## src/rtl/line_xfer_master.sv

```systemverilog
// Cache-line transfer master: moves whole lines between a cache controller and a word-wide data memory.
// Fill/write-back take N+1 cycles from accept to resp_valid, evict-then-fill 2N+1; no response backpressure.
module line_xfer_master #(
  parameter int WORDS_PER_LINE = 4,
  parameter int LINE_W         = 32 * WORDS_PER_LINE
) (
  input  logic              clk,
  input  logic              reset,
  input  logic              req_valid,
  output logic              req_ready,
  input  logic [1:0]        req_op,
  input  logic [31:0]       req_addr,
  input  logic [31:0]       req_victim_addr,
  input  logic [LINE_W-1:0] req_wline,
  output logic              resp_valid,
  output logic [LINE_W-1:0] resp_rline,
  output logic              busy,
  output logic [31:0]       mem_addr,
  output logic [31:0]       mem_wdata,
  output logic [2:0]        mem_mask,
  output logic              mem_wr_en,
  output logic              mem_rd_en,
  input  logic [31:0]       mem_rdata
);

  localparam int IDX_W = $clog2(WORDS_PER_LINE);
  localparam logic [31:0] LINE_OFS_MASK = 32'(LINE_W / 8 - 1);

  typedef enum logic [1:0] {IDLE, WRITE, READ, RESP} state_t;

  state_t             state, state_nxt;
  logic [IDX_W-1:0]   idx, idx_nxt;
  logic [1:0]         op_q;
  logic [31:0]        fill_base, victim_base;
  logic [LINE_W-1:0]  wline_q;
  logic               accept, last;

  assign req_ready = (state == IDLE) && !reset;
  assign accept    = req_valid && req_ready;
  assign last      = (idx == IDX_W'(WORDS_PER_LINE - 1));

  always_ff @(posedge clk) begin
    if (reset) begin
      state       <= IDLE;
      idx         <= '0;
      op_q        <= '0;
      fill_base   <= '0;
      victim_base <= '0;
      wline_q     <= '0;
      resp_rline  <= '0;
    end else begin
      state <= state_nxt;
      idx   <= idx_nxt;
      if (accept) begin
        op_q        <= req_op;
        fill_base   <= req_addr & ~LINE_OFS_MASK;
        victim_base <= req_victim_addr & ~LINE_OFS_MASK;
        wline_q     <= req_wline;
      end
      if (state == READ) resp_rline[32*idx +: 32] <= mem_rdata;
    end
  end

  always_comb begin
    state_nxt = state;
    idx_nxt   = idx;
    case (state)
      IDLE: begin
        if (accept) begin
          idx_nxt = '0;
          case (req_op)
            2'b00:        state_nxt = READ;
            2'b01, 2'b10: state_nxt = WRITE;
            default:      state_nxt = RESP;
          endcase
        end
      end
      WRITE: begin
        idx_nxt = idx + 1'b1;
        if (last) begin
          if (op_q == 2'b10) begin
            state_nxt = READ;
            idx_nxt   = '0;
          end else begin
            state_nxt = RESP;
          end
        end
      end
      READ: begin
        idx_nxt = idx + 1'b1;
        if (last) state_nxt = RESP;
      end
      default: state_nxt = IDLE;
    endcase
  end

  // Gated by reset so an interrupted transfer cannot commit another word on the next negedge.
  always_comb begin
    mem_addr   = '0;
    mem_wdata  = '0;
    mem_mask   = 3'b000;
    mem_wr_en  = 1'b0;
    mem_rd_en  = 1'b0;
    if (!reset) begin
      if (state == WRITE) begin
        mem_wr_en = 1'b1;
        mem_mask  = 3'b010;
        mem_addr  = victim_base + 32'({idx, 2'b00});
        mem_wdata = wline_q[32*idx +: 32];
      end else if (state == READ) begin
        mem_rd_en = 1'b1;
        mem_mask  = 3'b010;
        mem_addr  = fill_base + 32'({idx, 2'b00});
      end
    end
  end

  assign busy       = (state != IDLE) && !reset;
  assign resp_valid = (state == RESP) && !reset;

endmodule

```

## config.mk

```make
export PLATFORM = sky130hd
export DESIGN_NAME = line_xfer_master
export DESIGN_NICKNAME = d
export VERILOG_FILES = /design/src/rtl/line_xfer_master.sv
export SDC_FILE = /design/constraint.sdc
export NUM_CORES = 1
export LEC_CHECK = 0
export CORE_MARGIN = 2
export CORE_UTILIZATION = 46
export DETAILED_ROUTE_END_ITERATION = 8
export GPL_TIMING_DRIVEN = 0
export HOLD_SLACK_MARGIN = 0.08
export PLACE_DENSITY = 0.84
export SLEW_MARGIN = 10
export SYNTH_ARGS = -nofsm -noshare
export SYNTH_HDL_FRONTEND = slang
export SYNTH_SLANG_ARGS = --single-unit
```

## constraint.sdc

```tcl
create_clock -name clk -period 3.1 [get_ports clk]
set_input_delay 0.775 -clock clk [delete_from_list [all_inputs] [get_ports clk]]
set_output_delay 0.775 -clock clk [all_outputs]
set_load 0.01 [all_outputs]
```

Word level (Yosys, flattened, before mapping)
Cells that the tools add are included.
{ "totals": {"register_bits": 318, "in_bits": 229, "elab_cells": 60} }
{ "classes": {"add_sub_neg": 4, "eq_ne": 10, "n_shift": 3, "mux": 24, "reduce_logical": 12} }
{ "ops": {"columns": ["cell", "count"], "rows": [
  ["$mux W32", 5],
  ["$bwmux W128", 1],
  ["$shift A32 B34 Y128 const A", 1],
  ["$shiftx A128 B8 Y32", 1],
  ["$shiftx A32 B34 Y128", 1],
  ["$add A32 B4 Y32", 2],
  ["$neg A7 Y34", 1],
  ["$mux W2", 9],
  ["$pmux W2 S3", 2],
  ["$eq A2 B2 Y1 const B", 5],
  ["$mux W1", 6],
  ["$ne A2 B2 Y1 const B", 3],
  ["$eq A2 B1 Y1 const B", 2],
  ["$logic_and A1 B1 Y1", 4],
  ["$logic_not A2 Y1", 2],
  ["$pmux W2 S2", 1],
  ["$reduce_and A3 Y1", 1],
  ["$reduce_bool A3 Y1", 1],
  ["$add A2 B1 Y2 const B", 1],
  ["$reduce_and A2 Y1", 1],
  ["$reduce_bool A2 Y1", 1],
  ["$reduce_or A2 Y1", 1],
  ["$logic_not A1 Y1", 1]
]} }

Logic depth before layout (Yosys ltp)
Gate-level depths: netlist of the first run.
{ "logic_depth": {"depth_word": 5, "mapped_depth": 10} }

Worst setup path after synthesis of the first run
Ideal clock, no wire load.
{ "synth_timing": {"path_type": "input to output", "from": "input port reset", "to": "output port mem_addr[22]", "arrival_ns": 1.802, "t_required_ns": 2.325, "slack_ns": 0.523, "stages": 5, "path_buffers": 4, "cell_sequence": "buf_4 > buf_2 > clkbuf_1 > clkbuf_1 > nor2_1"} }
{ "synth_via": {"elab_chain_cells": 1} }
{ "synth_lines": {"columns": ["item", "line", "text"], "rows": [
  ["start, declared", "8", "input logic reset,"],
  ["$mux W32", "104", "if (!reset) begin"],
  ["end, declared", "18", "output logic [31:0] mem_addr,"]
]} }
No other way between the ends.

Final worst setup path of the first run
{ "layout_timing": {"from": "register idx[0]", "to": "output port mem_wdata[31]"} }
{ "layout_via": {"elab_chain_cells": 3} }
{ "layout_lines": {"columns": ["item", "line", "text"], "rows": [
  ["start, declared", "32", "logic [IDX_W-1:0] idx, idx_nxt;"],
  ["start signal, assigned", "53", "idx <= idx_nxt;"],
  ["$shiftx A128 B8 Y32", "109", "mem_wdata = wline_q[32*idx +: 32];"],
  ["$mux W32", "105", "if (state == WRITE) begin"],
  ["$mux W32", "104", null],
  ["end, declared", "19", "output logic [31:0] mem_wdata,"]
]} }
No other way between the ends.

==> results of run 1 <==
[cell type report]
type                            count  area [µm²]  share of cell area
Antenna cell                        4        10.0            0.000527
Buffer                            123         792              0.0417
Clock buffer                       50        1020              0.0538
Clock inverter                      7        88.8             0.00468
Inverter                           11        41.3             0.00217
Multi-Input combinational cell    999        6000               0.316
Sequential cell                   318        6380               0.336
Tap cell                          378         473              0.0249
Timing Repair Buffer              423        4180               0.220
[layer usage]
| layer | global-route usage | share of wire |
|---|---|---|
| met1 | 0.369 | 0.40 |
| met2 | 0.497 | 0.47 |
| met3 | 0.0458 | 0.076 |
| met4 | 0.151 | 0.052 |
| met5 | 0 | 0 |
[critical path, delay by kind of cell, from the launching register on]
family	cells	cell delay [ns]
buffers and inverters	3	0.78
DFF	1	0.39
muxes	1	0.46
and+or+nand+nor	1	0.13
[synth_stat cells]
| cell type | count |
|---|---|
| nor2b_2 | 1 |
| or3_1 | 2 |
| or4_1 | 1 |
| mux4_2 | 32 |
| conb_1 | 1 |
| nor2b_4 | 1 |
| nor4b_4 | 1 |
| ha_1 | 13 |
| o21ai_0 | 186 |
| nand2_1 | 221 |
| nand3b_1 | 3 |
| and4_1 | 2 |
| nand2b_1 | 187 |
| buf_1 | 3 |
| dfxtp_1 | 318 |
| a21oi_2 | 1 |
| nor2b_1 | 35 |
| buf_4 | 23 |
| mux2i_1 | 1 |
| nor3b_4 | 2 |
| and4b_1 | 1 |
| a221oi_1 | 1 |
| a21o_1 | 1 |
| buf_2 | 20 |
| a21oi_1 | 34 |
| nor3_1 | 2 |
| buf_6 | 6 |
| and2_1 | 1 |
| a22oi_1 | 76 |
| nor2_1 | 137 |
| a22o_1 | 52 |
| o2bb2ai_1 | 1 |
| clkbuf_1 | 71 |
| inv_1 | 11 |
[cell families after synthesis]
group | synth area share
simple gates | 0.224
compound gates | 0.166
mux | 0.0563
flops | 0.490
buf+inv | 0.0508
other cells | 0.000289
fa+ha+maj | 0.0125
[power breakdown]
group	total, mW	switching, mW	internal [mW]
sequential	4.89	0.288	4.61
clock	4.06	1.62	2.44
combinational	2.74	1.48	1.26
total	11.7	3.39	8.31
[flip-flops by register name, indices dropped and copies added, names as in the netlist]
register,count
op_q,2
fill_base,28
state,2
resp_rline,128
idx,2
wline_q,128
victim_base,28
[timing repair]
| item | in CTS | in global routing |
|---|---|---|
| hold endpoints to repair | 0 | 0 |
| setup buffers | 2 | 6 |
| setup endpoints to repair | 119 | 24 |
| resized for setup | 114 | 38 |
| hold buffers | 0 | 0 |
[final timing paths]
| kind | startpoint | slack, ns | endpoint |
|---|---|---|---|
| max | idx[0] | 0.04 | mem_wdata[31] |
| min | wline_q[53] | 0.47 | wline_q[53] |
| max reg2reg | idx[1] | 0.42 | resp_rline[58] |
| min reg2reg | wline_q[53] | 0.47 | wline_q[53] |
[metrics by stage]
stage          power (mW)  hold slack, ns  cell area, µm²  TNS, ns
2_1_floorplan        6.36           0.446           13000        0
3_3_place_gp         7.45           0.456           17600   -28.33
3_5_place_dp         7.54           0.454           17600   -33.28
4_1_cts              11.6           0.475           18900   -0.693
5_1_grt              12.2           0.487           19000  -0.0189
6_report             11.7           0.473           19000        0
==> results.py, run 1 <==
metrics = {
    "cts": {
        "cts.clk_slew.worst_paths_ns": 0.06,
        "cts_buffer_depth": 3,
        "cts-htree-levels": 2,
        "clk_latency_ns": 0.50,
        "cts_sinks": 318,
        "cts_tree": "done",
        "cts_buffers": 34,
        "cts_root_buffer": "clkbuf_16",
    },
    "timing": {
        "worstMarginPinSlew_ns": 1.08,
        "hold_viol": 0,
        "max_freq_mhz": 327,
        "relSlewSlack": 0.278,
        "fin_crit_ns": 3.06,
        "setup_ws_ns": 0.0447,
        "setup_viol_count_final": 0,
        "post-route-period-util": 0.986,
        "maxSlewViolCount": 0,
        "skew_ns": 0.0113,
    },
    "power_and_ir_drop": {
        "vdd_drop_max_uv": 428,
        "leakagePower_nw": 7.38,
        "power_density_mw_per_mm2": 616,
    },
    "route": {
        "via_per_inst": 5.46,
        "drc_errors": 0,
        "vias": 12600,
        "ant_nets": 0,
        "drtIter0Drc": 917,
        "wirelength_um": 45400,
        "dr.pass1.iters": 5,
        "detail_route.wl_per_cell_um": 19.6,
    },
    "logic_synthesis": {
        "synth_area_leaders": "dfxtp_1, nand2b_1, o21ai_0, nand2_1, mux4_2",
        "synth_top_area_cell": "dfxtp_1",
        "netlist.area_leader.share": 0.490,
        "synth_cell_types": 34,
        "netlist_area_mm2": 0.0130,
        "synthCells": 1448,
        "synth_seq_cells": 318,
        "synth_warnings": 0,
        "synth_area_per_cell_um2": 8.97,
        "ys_seq_area_frac": 0.490,
    },
    "final_layout": {
        "syn_to_final_growth_pct": 46.2,
        "layout_common_cells": "clkdlybuf4s50_1, dfxtp_1, nand2_1",
        "nets": 2152,
        "fillCellCount": 2208,
        "drive_gt1_frac": 0.0937,
        "mostFrequentLayoutCell": "clkdlybuf4s50_1",
        "final_core_util": 0.683,
        "fin_cells": 2313,
    },
    "floorplanning": {
        "die_area_mm2": 0.0296,
        "die_w_um": 172,
        "die_h_um": 172,
        "start_util": 0.467,
        "ios": 429,
        "core_mm2": 0.0278,
        "std_cell_rows": 61,
    },
    "place": {
        "dp_hpwl_um": 33300,
        "placed_cells": 2244,
        "numPortBuffers": 415,
        "gp_congestion": 0.872,
        "pre_cts_ws_ns": -0.649,
    },
    "global_routing": {
        "antenna_found_initial": 5,
        "track_usage": 0.295,
        "grt-ovfl-total": 0,
        "grt_max_degree": 14,
        "grt_pass1_wl_um": 67900,
        "grt_pass1_vias": 12600,
    },
    "setup_path": {
        "cp-end-kind": "output port",
        "critPathMaxFanout": 6,
        "critPathKind": "flip-flop to output port",
        "crit_slowest_cell": "clkdlybuf4s50_1",
        "path_cells": "buf_12, buf_4, mux4_2, nor2b_1, clkdlybuf4s50_1",
        "worst_r2r_path_depth": 9,
        "max_stage_delay_ns": 0.54,
        "critPathArrivalTime_ns": 2.28,
        "required_ns": 2.32,
        "startpoint_type": "flip-flop",
    },
    "worst_hold_path": {
        "holdPathStages": 2,
        "hold_path.class": "flip-flop to flip-flop",
    },
    "run": {
        "maxCapViolations": 0,
    },
    "outcome": {
        "status": "finished, final reports clean",
    },
}
Power figures use the tool's default switching activity.
==> run 2: changes to the inputs <==
Settings changed: PLACE_DENSITY 0.84 to 0.88.
==> run 2 against run 1 <==
Utilization shrank 0.44 points. Setup slack improved by 0.017 ns. Clock power decreased by 2%. Global-route usage is 0.61 points higher. Sequential share of layout area rose by 0.21 points. Register-to-register slack lost 0.03 ns. Non-clock buffer count fell by 6.
==> results.py, run 2 (synthesis gave the netlist of run 1 again) <==
metrics = {
    "outcome": {
        "status": "finished, final reports clean",
    },
    "setup_path": {
        "startpoint": "state[1]",
        "startpoint_type": "flip-flop",
        "cp-end-kind": "output port",
        "critPathKind": "flip-flop to output port",
        "required_ns": 2.32,
        "critPathMaxFanout": 10,
        "critPathArrivalTime_ns": 2.26,
        "r2r_start": "idx[1]",
    },
    "route": {
        "vias": 12800,
        "ant_nets": 0,
        "dr.pass1.iters": 5,
        "wirelength_um": 46400,
        "drtIter0Drc": 906,
        "detail_route.wl_per_cell_um": 20.1,
        "drc_errors": 0,
        "via_per_inst": 5.54,
    },
    "floorplanning": {
        "die_area_mm2": 0.0296,
        "die_h_um": 172,
        "start_util": 0.467,
        "std_cell_rows": 61,
        "die_w_um": 172,
        "ios": 429,
        "core_mm2": 0.0278,
    },
    "global_routing": {
        "grt-ovfl-total": 0,
        "grt_pass1_vias": 12600,
        "track_usage": 0.301,
        "antenna_found_initial": 3,
        "grt_max_degree": 20,
        "grt_pass1_wl_um": 68800,
    },
    "place": {
        "place_area_mm2": 0.0176,
        "numPortBuffers": 415,
        "pre_cts_ws_ns": -0.639,
        "gp_congestion": 0.905,
        "dp_hpwl_um": 34000,
    },
    "cts": {
        "cts.clk_slew.worst_paths_ns": 0.06,
        "cts_root_buffer": "clkbuf_16",
        "cts_buffers": 34,
        "cts_tree": "done",
        "clk_latency_ns": 0.50,
        "cts_hold_buf": 0,
        "cts-htree-levels": 2,
        "cts_buffer_depth": 3,
        "cts_sinks": 318,
    },
    "power_and_ir_drop": {
        "vdd_drop_max_uv": 371,
        "switching_power_mw": 3.41,
        "leakagePower_nw": 7.19,
        "internal-power_mw": 8.20,
        "power.share.sequential": 0.423,
        "clkPwrFrac": 0.342,
        "comb_power_share": 0.235,
        "power_density_mw_per_mm2": 616,
        "switching_share": 0.294,
        "power.total_mw": 11.6,
    },
    "timing": {
        "setup_ws_ns": 0.0614,
        "rsz0062_at_grt": "no",
        "post-route-period-util": 0.980,
        "worstMarginPinSlew_ns": 0.997,
        "relSlewSlack": 0.336,
        "max_freq_mhz": 329,
        "hold_viol": 0,
        "fin_crit_ns": 3.04,
        "maxSlewViolCount": 0,
        "setup_viol_count_final": 0,
        "skew_ns": 0.0103,
    },
    "final_layout": {
        "fin_area_mm2": 0.0189,
        "register_area_mm2": 0.00637,
        "mostFrequentLayoutCell": "clkdlybuf4s50_1",
        "multi_input_area_mm2": 0.00600,
        "layout_common_cells": "clkdlybuf4s50_1, dfxtp_1, nand2_1",
        "reg_top3": "resp_rline: 128 flops, wline_q: 128 flops",
        "final_core_util": 0.679,
        "syn_to_final_growth_pct": 45.2,
        "drive_gt1_frac": 0.0898,
        "nets": 2146,
        "fillCellCount": 2152,
    },
    "worst_hold_path": {
        "hold_path.class": "flip-flop to flip-flop",
        "min_from": "fill_base[25]",
    },
    "run": {
        "maxCapViolations": 0,
    },
}
run 2: cell type report:
type                    count  share of cell area
flip-flops and latches    318               0.338
multi-input cells         999               0.318
repair buffers            418               0.217
clock buffers              51              0.0539
plain buffers             122              0.0413
well taps                 378              0.0251
clock inverters             7             0.00352
inverters                  11             0.00219
diodes                      3            0.000398
run 2: final timing paths:
kind / to / slack [ns] / depth (start not counted)
worst max-delay path: mem_wdata[2] / 0.06 / 6
worst min register to register: fill_base[25] / 0.47 / 2
worst max register to register: resp_rline[104] / 0.39 / 9
worst min-delay path: fill_base[25] / 0.47 / 2
run 2: critical path: stages (launching register included):
cell,delay (ns)
dfxtp_2,0.35
inv_1,0.11
ha_4,0.19
nand2b_2,0.17
buf_6,0.21
nor2b_2,0.16
clkdlybuf4s50_1,0.56
run 2: per-layer routing:
| metal | wire length (µm) | global-route usage |
|---|---|---|
| met2 | 22300 | 0.511 |
| met1 | 18000 | 0.369 |
| met3 | 3510 | 0.0474 |
| met4 | 2660 | 0.163 |
| met5 | 0 | 0 |
run 2: metrics by stage:
step / instances / hold WS [ns] / setup TNS (ns)
final: 2307 / 0.473 / 0
after global routing: 2307 / 0.485 / 0
after CTS: 2303 / 0.475 / -0.0671
after detailed placement: 2244 / 0.457 / -32.90
after global placement: 2244 / 0.454 / -25.06
after floorplan: 1451 / 0.446 / 0
run 2: power by group through the flow:
stage	Sequential [mW]	Clock, mW	Combinational, mW
final	4.91	3.97	2.73
after global routing	4.96	4.15	2.96
after CTS	4.90	4.00	2.69
after detailed placement	4.97	0	2.58
after global placement	4.94	0	2.51
after floorplan	4.91	0	1.45
run 2: what timing repair did:
item | in CTS | in global routing
setup endpoints to repair | 141 | 23
buffers inserted | 2 | 1
gates resized for setup | 119 | 22
gates cloned | 0 | 0
==> edit (config.mk and constraints of run 2) <==
Change the parameter `WORDS_PER_LINE` from 4 to 8.
--- a/src/rtl/line_xfer_master.sv
+++ b/src/rtl/line_xfer_master.sv
@@ -1,7 +1,7 @@
 // Cache-line transfer master: moves whole lines between a cache controller and a word-wide data memory.
 // Fill/write-back take N+1 cycles from accept to resp_valid, evict-then-fill 2N+1; no response backpressure.
 module line_xfer_master #(
-  parameter int WORDS_PER_LINE = 4,
+  parameter int WORDS_PER_LINE = 8,
   parameter int LINE_W         = 32 * WORDS_PER_LINE
 ) (
   input  logic              clk,
Interface: changed (resized req_wline and resp_rline); port bits go from 429 to 685. No check against the original RTL was run, so the function may have changed too.
==> edit against run 2 <==
- power increased by 69%
- final area rose by 74%
- critical endpoint is now mem_wdata[5]
- sequential cell count grew 255
- setup slack got worse by 0.19 ns
- clock skew grew 0.019 ns
- wire length up 130%
- non-clock buffer count is 422 higher
- synthesized area increased by 76%
- the run now ends with setup timing left
- cell count up 84%
- count of clock-buffer cells in the layout rose by 27
- synthesized cell count grew 92%
==> edit: results (changes against run 2) <==
status=finished, violations left; # H-tree levels=2 (unchanged); fraction of final layout cells with drive strength greater than 1=11.1% (+2.2 points); CTS root buf=sky130_fd_sc_hd__clkbuf_16; Worst-Skew Late Latency=0.63 ns (+0.13 ns); placement-stage cell area=0.0300 mm2 (+70%); synth unique cells=43 (+26%); synth cell count leaders=sky130_fd_sc_hd__nand2_1, sky130_fd_sc_hd__dfxtp_1, sky130_fd_sc_hd__o21ai_0; Inserted Clock Buffers=57 (+68%); DP Wirelength=75000 um (+120%); Clk power=6850 uW (+73%); share of cell area taken by muxes after synthesis=6.32% (+0.69 points); Final nets=3891 (+81%); worst-path fanout max=5 (-5); largest net degree at the start of global routing=16 (-20%); number of post-CTS setup repair buffers=36 (+34); remaining max-slew budget at the tightest pin=24.4% (-9.1 points); portion of the post-synthesis area used by sequential elements=50.3% (+1.2 points); first-pass GRT wire length=149000 um (+120%); post-cts gate resize count=303 (+150%); Placement Setup Slack=-0.869 ns (-0.230 ns); number of violations reported at the end of detailed-routing iteration 0=3349 (+270%); Via density=5.92 (+7.0%); detailed-route wire length=105000 um (+130%); global routing usage summed across all routing layers=39.5% (+9.4 points); Worst Clk Skew=0.0296 ns (+0.0194 ns); violations in the final reports=setup timing; Final WS setup=-0.133 ns (-0.194 ns); cells taking the most area after synthesis=sky130_fd_sc_hd__dfxtp_1, sky130_fd_sc_hd__nand2_1, sky130_fd_sc_hd__o21ai_0, sky130_fd_sc_hd__mux4_2, sky130_fd_sc_hd__a21oi_1; Syn Inst Count=2781 (+92%); endpoint arrival time on the critical path=2.46 ns (+0.20 ns); initial antenna violation count=18 (+15); number of global-route vias before repair=23532 (+87%); cell internal power dissipation=13700 uW (+67%); setup TNS=-1.72 ns (-1.72 ns); quantity of I/O buffers inserted on ports=637 (+53%); leakage power=0.0119 uW (+65%); Detailed Routing Iterations Pass 1=8 (+3); number of placed instances with taps included=4085 (+82%); biggest regs=resp_rline (256), wline_q (256); worst vdd ir=0.440 mV (+19%); setup violation total in the final timing report=25 (+25); power share of the combinational group=21.0% (-2.5 points); compound-cell area share of the yosys netlist=15.5% (-1.2 points); placer's final routability congestion estimate=0.947 (+4.5%); fraction of the mapped netlist area in adder cells=0.658% (-0.59 points); detail-routed net length per standard cell=24.7 um (+23%)
-- edit: layer usage --
metal	global-route usage, %	part of all wire, %	wire [um]
met3	11.8	13	13300
met5	0	0.023	24
met2	62.9	45	47000
met1	43.7	32	33900
met4	32.2	10	10500
-- edit: final cells by class --
cell class	count	area, um2
diodes	17	42.5
plain buffers	276	1530
clock buffers	78	1620
clock inverters	22	201
fillers	3767	16200
inverters	10	37.5
multi-input cells	1918	10200
flip-flops and latches	573	11500
well taps	664	831
repair buffers	686	6880
-- edit: stage by stage --
step	total power (uW)	utilization [%]
after global routing	20200	66.9
after detailed placement	12400	61.4
after global placement	12300	61.4
after CTS	19400	66.8
after floorplan	10600	-
final	19600	67.0
-- edit: critical path, stage by stage (launching register included) --
cell	delay, ns
sky130_fd_sc_hd__dfxtp_4	0.44
sky130_fd_sc_hd__buf_12	0.16
sky130_fd_sc_hd__buf_12	0.12
sky130_fd_sc_hd__buf_8	0.11
sky130_fd_sc_hd__mux4_2	0.56
sky130_fd_sc_hd__a22o_1	0.28
sky130_fd_sc_hd__buf_2	0.16
-- edit: cells by family after synthesis --
logic type / after synthesis
and+or+nand+nor: 1201
other: 1
muxes: 64
adders and majority gates: 12
DFF: 573
AOI/OAI and AO/OA: 637
buffers and inverters: 293
-- edit: final timing paths --
| kind | slack (ns) | startpoint | cells past startpoint | end |
|---|---|---|---|---|
| hold reg to reg | 0.45 | resp_rline[135] | 2 | resp_rline[135] |
| hold / removal | 0.45 | resp_rline[135] | 2 | resp_rline[135] |
| setup reg to reg | 0.09 | idx[1] | 13 | resp_rline[180] |
| setup / recovery | -0.13 | idx[0] | 6 | mem_wdata[5] |
